`config.mk`:
```
export PLATFORM = sky130hd
export DESIGN_NAME = servo_pwm_decoder
export DESIGN_NICKNAME = d
export VERILOG_FILES = /design/src/rtl/servo_pwm_decoder.sv
export SDC_FILE = /design/constraint.sdc
export NUM_CORES = 1
export LEC_CHECK = 0
export CAP_MARGIN = 10
export CELL_PAD_IN_SITES_DETAIL_PLACEMENT = 1
export CELL_PAD_IN_SITES_GLOBAL_PLACEMENT = 2
export CORE_MARGIN = 2
export CORE_UTILIZATION = 30
export CTS_CLUSTER_SIZE = 20
export DETAILED_ROUTE_END_ITERATION = 6
export MAX_ROUTING_LAYER = met4
export PLACE_DENSITY = 0.7
export RECOVER_POWER = 100
export SYNTH_ARGS = -nofsm -noshare
export SYNTH_HDL_FRONTEND = slang
export SYNTH_SLANG_ARGS = --single-unit
```
`constraint.sdc`:
```
create_clock -name clk -period 9 [get_ports clk]
set_input_delay 2.7 -clock clk [delete_from_list [all_inputs] [get_ports clk]]
set_output_delay 2.7 -clock clk [all_outputs]
set_load 0.1 [all_outputs]
```
`src/rtl/servo_pwm_decoder.sv`:
```
// Servo PWM receiver: measures high width and period and quantises the pulse into a 0..18 angle index.
// Optional input glitch filter is enabled by defining PWM_DEGLITCH_EN.
module servo_pwm_decoder #(
    parameter int unsigned MIN_PULSE  = 50_000,
    parameter int unsigned MAX_PULSE  = 100_000,
    parameter int unsigned STEP       = 2_778,
    parameter int unsigned MAX_PERIOD = 1_200_000
) (
    input  logic        clk,
    input  logic        rst,
    input  logic        pwm_in,
    output logic [31:0] width,
    output logic [31:0] period,
    output logic [4:0]  angle_idx,
    output logic        valid,
    output logic        out_of_range,
    output logic        no_signal
);

    localparam logic [1:0] StIdle = 2'd0;
    localparam logic [1:0] StHigh = 2'd1;
    localparam logic [1:0] StCalc = 2'd2;
    localparam logic [1:0] StLow  = 2'd3;

    localparam logic [31:0] MinPulse  = 32'(MIN_PULSE);
    localparam logic [31:0] MaxPulse  = 32'(MAX_PULSE);
    localparam logic [31:0] StepCyc   = 32'(STEP);
    localparam logic [31:0] HalfStep  = 32'(STEP / 2);
    localparam logic [31:0] MaxPeriod = 32'(MAX_PERIOD);
    localparam logic [4:0]  MaxIdx    = 5'd18;

    // Synchroniser resets high so a level already high at reset never looks like a rising edge.
    logic [1:0] sync_q;
    logic       pwm_s;
    logic       lvl;
    logic       prev_q;
    logic       rise;
    logic       fall;

    always_ff @(posedge clk or posedge rst) begin
        if (rst) begin
            sync_q <= 2'b11;
        end else begin
            sync_q <= {sync_q[0], pwm_in};
        end
    end

    assign pwm_s = sync_q[1];

`ifdef PWM_DEGLITCH_EN
    logic [2:0] sh_q;
    logic       filt_q;

    always_ff @(posedge clk or posedge rst) begin
        if (rst) begin
            sh_q   <= 3'b111;
            filt_q <= 1'b1;
        end else begin
            sh_q   <= {sh_q[1:0], pwm_s};
            filt_q <= lvl;
        end
    end

    // Level moves only once three consecutive samples agree.
    always_comb begin
        lvl = filt_q;
        if (&sh_q) begin
            lvl = 1'b1;
        end else if (~|sh_q) begin
            lvl = 1'b0;
        end
    end
`else
    assign lvl = pwm_s;
`endif

    assign rise = lvl & ~prev_q;
    assign fall = ~lvl & prev_q;

    logic [1:0]  state_q, state_d;
    logic [31:0] hi_q, hi_d;
    logic [31:0] per_q, per_d;
    logic [31:0] wlat_q, wlat_d;
    logic [31:0] rem_q, rem_d;
    logic [4:0]  idx_q, idx_d;
    logic        oorp_q, oorp_d;
    logic [31:0] width_q, width_d;
    logic [31:0] period_q, period_d;
    logic [4:0]  angle_q, angle_d;
    logic        valid_q, valid_d;
    logic        oor_q, oor_d;
    logic        nosig_q, nosig_d;
    logic [31:0] clamped;
    logic        timeout;

    always_comb begin
        clamped = hi_q;
        if (hi_q < MinPulse) begin
            clamped = MinPulse;
        end else if (hi_q > MaxPulse) begin
            clamped = MaxPulse;
        end
    end

    assign timeout = (state_q != StIdle) && ((hi_q >= MaxPeriod) || (per_q >= MaxPeriod));

    always_comb begin
        state_d  = state_q;
        hi_d     = hi_q;
        per_d    = per_q;
        wlat_d   = wlat_q;
        rem_d    = rem_q;
        idx_d    = idx_q;
        oorp_d   = oorp_q;
        width_d  = width_q;
        period_d = period_q;
        angle_d  = angle_q;
        valid_d  = 1'b0;
        oor_d    = oor_q;
        nosig_d  = nosig_q;

        if (timeout) begin
            nosig_d = 1'b1;
            state_d = StIdle;
            hi_d    = '0;
            per_d   = '0;
        end else begin
            unique case (state_q)
                StIdle: begin
                    if (rise) begin
                        state_d = StHigh;
                        hi_d    = 32'd1;
                        per_d   = 32'd1;
                    end
                end
                StHigh: begin
                    per_d = per_q + 32'd1;
                    if (fall) begin
                        wlat_d  = hi_q;
                        oorp_d  = (hi_q < MinPulse) || (hi_q > MaxPulse);
                        rem_d   = clamped - MinPulse + HalfStep;
                        idx_d   = '0;
                        state_d = StCalc;
                    end else begin
                        hi_d = hi_q + 32'd1;
                    end
                end
                StCalc: begin
                    if (rise) begin
                        // Next pulse arrived before the index settled: drop this result.
                        oor_d   = 1'b1;
                        state_d = StHigh;
                        hi_d    = 32'd1;
                        per_d   = 32'd1;
                    end else begin
                        per_d = per_q + 32'd1;
                        if ((rem_q >= StepCyc) && (idx_q < MaxIdx)) begin
                            rem_d = rem_q - StepCyc;
                            idx_d = idx_q + 5'd1;
                        end else begin
                            width_d = wlat_q;
                            angle_d = idx_q;
                            oor_d   = oorp_q;
                            valid_d = 1'b1;
                            nosig_d = 1'b0;
                            state_d = StLow;
                        end
                    end
                end
                StLow: begin
                    if (rise) begin
                        period_d = per_q;
                        state_d  = StHigh;
                        hi_d     = 32'd1;
                        per_d    = 32'd1;
                    end else begin
                        per_d = per_q + 32'd1;
                    end
                end
                default: state_d = StIdle;
            endcase
        end
    end

    always_ff @(posedge clk or posedge rst) begin
        if (rst) begin
            prev_q   <= 1'b1;
            state_q  <= StIdle;
            hi_q     <= '0;
            per_q    <= '0;
            wlat_q   <= '0;
            rem_q    <= '0;
            idx_q    <= '0;
            oorp_q   <= 1'b0;
            width_q  <= '0;
            period_q <= '0;
            angle_q  <= '0;
            valid_q  <= 1'b0;
            oor_q    <= 1'b0;
            nosig_q  <= 1'b1;
        end else begin
            prev_q   <= lvl;
            state_q  <= state_d;
            hi_q     <= hi_d;
            per_q    <= per_d;
            wlat_q   <= wlat_d;
            rem_q    <= rem_d;
            idx_q    <= idx_d;
            oorp_q   <= oorp_d;
            width_q  <= width_d;
            period_q <= period_d;
            angle_q  <= angle_d;
            valid_q  <= valid_d;
            oor_q    <= oor_d;
            nosig_q  <= nosig_d;
        end
    end

    assign width        = width_q;
    assign period       = period_q;
    assign angle_idx    = angle_q;
    assign valid        = valid_q;
    assign out_of_range = oor_q;
    assign no_signal    = nosig_q;

endmodule

```
# [Yosys cells after proc, flatten, opt, wreduce, memory -nomap -nowiden]
# Cells that the tools add are included.
[classes] n_lt_le_gt_ge=6 n_reduce_logical=19 bitwise=7 add_sub_neg=6 mux=33 n_eq_ne=15
[op_table] op="$mux W32" n=10
[op_table] op="$pmux W32 S2" n=2
[op_table] op="$pmux W32 S3" n=1
[op_table] op="$add A32 B1 Y32 const B" n=2
[op_table] op="$ge A32 B21 Y1 const B" n=2
[op_table] op="$add A32 B11 Y32 const B" n=1
[op_table] op="$ge A32 B12 Y1 const B" n=1
[op_table] op="$gt A32 B17 Y1 const B" n=1
[op_table] op="$lt A32 B16 Y1 const B" n=1
[op_table] op="$sub A32 B12 Y32 const B" n=1
[op_table] op="$sub A32 B16 Y32 const B" n=1
[op_table] op="$mux W5" n=3
[op_table] op="$reduce_and A3 Y1" n=5
[op_table] op="$mux W1" n=10
[op_table] op="$mux W2" n=5
[op_table] op="$ne A2 B2 Y1 const B" n=5
[op_table] op="$pmux W5 S2" n=1
[op_table] op="$ne A3 B3 Y1 const B" n=3
[op_table] op="$ne A3 B1 Y1 const B" n=2
[op_table] op="$pmux W2 S3" n=1
[op_table] op="$reduce_bool A2 Y1" n=3
[op_table] op="$add A5 B1 Y5 const B" n=1
[op_table] op="$lt A5 B5 Y1 const B" n=1
[op_table] op="$not A1 Y1" n=5
[op_table] op="13 further kinds" n=18
[totals] inputBits=3 register_bits=211 word_cells=101

# [Longest topological paths before layout]
[depth] word_depth=7 ltp_mapped=14 ltp_nobuf=13

# [Worst setup path before layout]
# No wires, ideal clock.
[synth_path] path_type="reg2out" from="register oor_q (netlist: out_of_range)" to="output port out_of_range" path_slack_ns=5.402 required_time_ns=6.300 arrival_ns=0.898 stages_incl_launch_ff=1 path_buffers=0 path_cell_list="dfrtp_1"
[synth_rtl] item="from (decl)" line_no="91" text="logic oor_q, oor_d;"
[synth_rtl] item="from (signal assigned)" line_no="214" text="oor_q <= oor_d;"
[synth_rtl] item="to (decl)" line_no="16" text="output logic out_of_range,"
# No word-level cell between the ends.

==> results.tsv <==
stage	metric	value	unit
pwr	p_per_area	254	nW/µm²
grt	grt_max_degree	84	
clock_tree	clk_latency	0.54	ns
pwr	vdd_ir_drop_max	0.140	mV
synthesis	yosysTopAreaCell	dfrtp_1	
setup_path	worstPathMaxFanout	83	
clock_tree	cts_tree	done	
pwr	leakagePower	5.75	nW
run_status	failed_checks	capacitance limit, slew limit	
synthesis	synth_ff_type	dfrtp_1	
timing	setup_slack	3.08	ns
clock_tree	path_clk_slew	0.06	ns
timing	max_clock_freq	169	MHz
synthesis	avgSynthCellArea	10.0	µm²
floorplan	ioPinCount	75	
timing	worstMarginPinSlew	3.68	ns
setup_path	required	9.53	ns
clock_tree	ctsHtreeMaxLevel	1	
synthesis	async_flop_share	100	%
routing	dr.pass1.iters	4	
routing	vias	8047	
grt	first_global_vias	8594	
finish	multi_input_comb_area	4810	µm²
grt	overflow	0	
floorplan	die_h	190	µm
timing	finalSetupTns	0	ns
setup_path	endpoint_kind	asynchronous set/reset pin	
floorplan	start_util	30.2	%
routing	drc	0	
timing	maxSlewHeadroom	-147	%
timing	clock_skew	0.0126	ns
routing	antenna_left	0	
synthesis	seq_area_frac_synth	50.8	%
routing	drt_wl_total	28400	µm
setup_path	cp-start-kind	input port	
finish	fill_cells	3881	
synthesis	synth_seq_cells	211	
finish	seq_area	5290	µm²
placed_design	gp_congestion	0.796	
floorplan	die_w	190	µm
synthesis	synth_common_cells	dfrtp_1, nand2_1, nor2_1	
routing	detail_route.wl_per_cell	18.1	µm
finish	fin_cells	1570	
synthesis	synth.net_count	1053	
clock_tree	cts_buffers	26	
finish	drive_above_1_share	14.5	%
setup_path	critPathArrivalTime	6.44	ns
timing	finalCriticalPeriod	5.92	ns
synthesis	synth_top_area_share	49.8	%
timing	final-setup-viol-count	0	
placed_design	dp_hpwl	18700	µm
timing	rsz0062_at_grt	false	
clock_tree	cts_resized	0	
finish	antenna_cells	0	
synthesis	netlist_area	10400	µm²
synthesis	synth_most_common_cell	dfrtp_1	
grt	grt_antenna_before_repair	0	
clock_tree	post_cts_buffers	0	
placed_design	placed_cells	1522	
routing	via_per_inst	5.13	
worst_hold_path	hold_path_class	flip-flop to flip-flop	
timing	maxSlewViolCount	196	
grt	grt_usage	16.6	%
routing	drtIter0Drc	387	
timing	finalHoldViolCount	0	
clock_tree	cts_sinks	211	
placed_design	io_buffers	74	
grt	grt_pass1_wl	47400	µm
finish	final_net_count	1110	
clock_tree	clock_path_buffers	3	
synthesis	yosysUniqueCellTypes	62	
synthesis	synth_edf_count	0	
floorplan	die_area	36200	µm²
clock_tree	cts-root-buf	clkbuf_16	
flow_run	max-cap-violations	4	
floorplan	rows	68	
setup_path	critical_path_class	input port to asynchronous set/reset pin	
timing	finalCritPeriodShare	65.7	%
finish	areaGrowthSynthToFinish	19.6	%
run_status	status	finished, violations left	
clock_tree	holdBufCountCts	0	
synthesis	synthTopCellsByArea	dfrtp_1, mux2_2, o21ai_0	
synthesis	yosysWarnings	0	
placed_design	pre_cts_ws	4.28	ns
floorplan	core	34400	µm²
finish	postLayoutCoreUtil	36.2	%
synthesis	synthCells	1038	
## state kept, by name (all words and copies together), names as in the netlist, 2 cells and up
register / flops
sync_q: 2
wlat_q: 32
idx_q: 5
per_q: 32
angle_idx: 5
hi_q: 32
rem_q: 32
width: 32
state_q: 2
period: 32
## per-stage QoR
step	power, W	hold WS, ns	cell area [µm²]
after floorplan	0.00185	0.345	10400
after global placement	0.00209	0.353	11600
after detailed placement	0.00212	0.350	11600
after CTS	0.00323	0.359	12500
after global routing	0.00336	0.371	12400
final	0.00316	0.362	12400
## critical path, stage by stage
cell           delay, ns
dlygate4sd3_1       0.54
clkinvlp_2          2.05
buf_4               1.00
## cells in the final DEF (no fill, tap or decap), types with 4 or more instances in the layout
cell type / instances
nor4_1: 11
nand4_1: 15
clkbuf_1: 6
mux2_2: 94
xor2_1: 26
nand2_1: 107
nor2_1: 106
nand3_1: 31
dfrtp_1: 207
a211oi_1: 5
xnor2_1: 9
and2_1: 7
clkinvlp_4: 4
a31oi_1: 24
nor2b_1: 6
or2_2: 5
or3_1: 11
o21ai_0: 93
clkinv_2: 8
o21a_1: 4
o211ai_1: 6
inv_1: 17
o41ai_1: 5
mux2i_1: 5
ha_1: 12
buf_4: 6
o31ai_1: 25
and3_1: 16
a21oi_1: 32
and2_0: 4
clkbuf_16: 27
clkbuf_8: 4
or4_1: 7
and4_1: 7
dlygate4sd3_1: 74
nor3_1: 24
a21o_1: 7
nand2b_1: 10
## final timing paths
path	start	slack, ns	depth (start not counted)	to
setup / recovery	rst	3.08	3	width[9]
hold / removal	sync_q[0]	0.36	0	sync_q[1]
setup reg to reg	rem_q[12]	4.38	6	width[4]
hold reg to reg	sync_q[0]	0.36	0	sync_q[1]
max in group clk	no_signal	4.06	1	no_signal
min in group asynchronous	rst	3.69	2	width[25]
## kinds of logic (layout without fill, tap and decap cells)
kind of cell / Yosys count / after routing / share of synthesized area [%]
multiplexers: 100 / 100 / 10.8
flip-flops: 211 / 211 / 50.8
AO/OA/AOI/OAI: 231 / 231 / 13.9
adder cells (fa/ha/maj): 12 / 12 / 1.44
XOR/XNOR: 35 / 35 / 2.95
AND/OR/NAND/NOR: 375 / 375 / 17.3
buffers and inverters: 74 / 151 / 2.83
## layout make-up
cell class | count | area share, %
timing repair buffer | 84 | 6.44
tap | 455 | 4.58
clock buffer | 33 | 5.94
clock inverter | 15 | 1.29
inverter | 19 | 0.584
sequential | 211 | 42.5
multi-input combinational | 753 | 38.7
## routing by layer
layer | GRT usage (%) | vias to the layer above | wire length [µm]
met5 | - | - | 0
met2 | 26.6 | 99 | 13000
met1 | 22.6 | 4060 | 14000
met4 | 3.67 | 0 | 548
met3 | 2.07 | 40 | 798
li1 | - | 3848 | -
## power breakdown
group          leakage (nW)  switching [W]  internal, W  total (W)
Clock                 0.438       0.000423     0.000664    0.00109
Sequential             2.87       0.000124      0.00105    0.00118
Combinational          2.44       0.000624     0.000269   0.000893
Total                  5.75        0.00117      0.00199    0.00316
(Power assumes the default switching activity.)
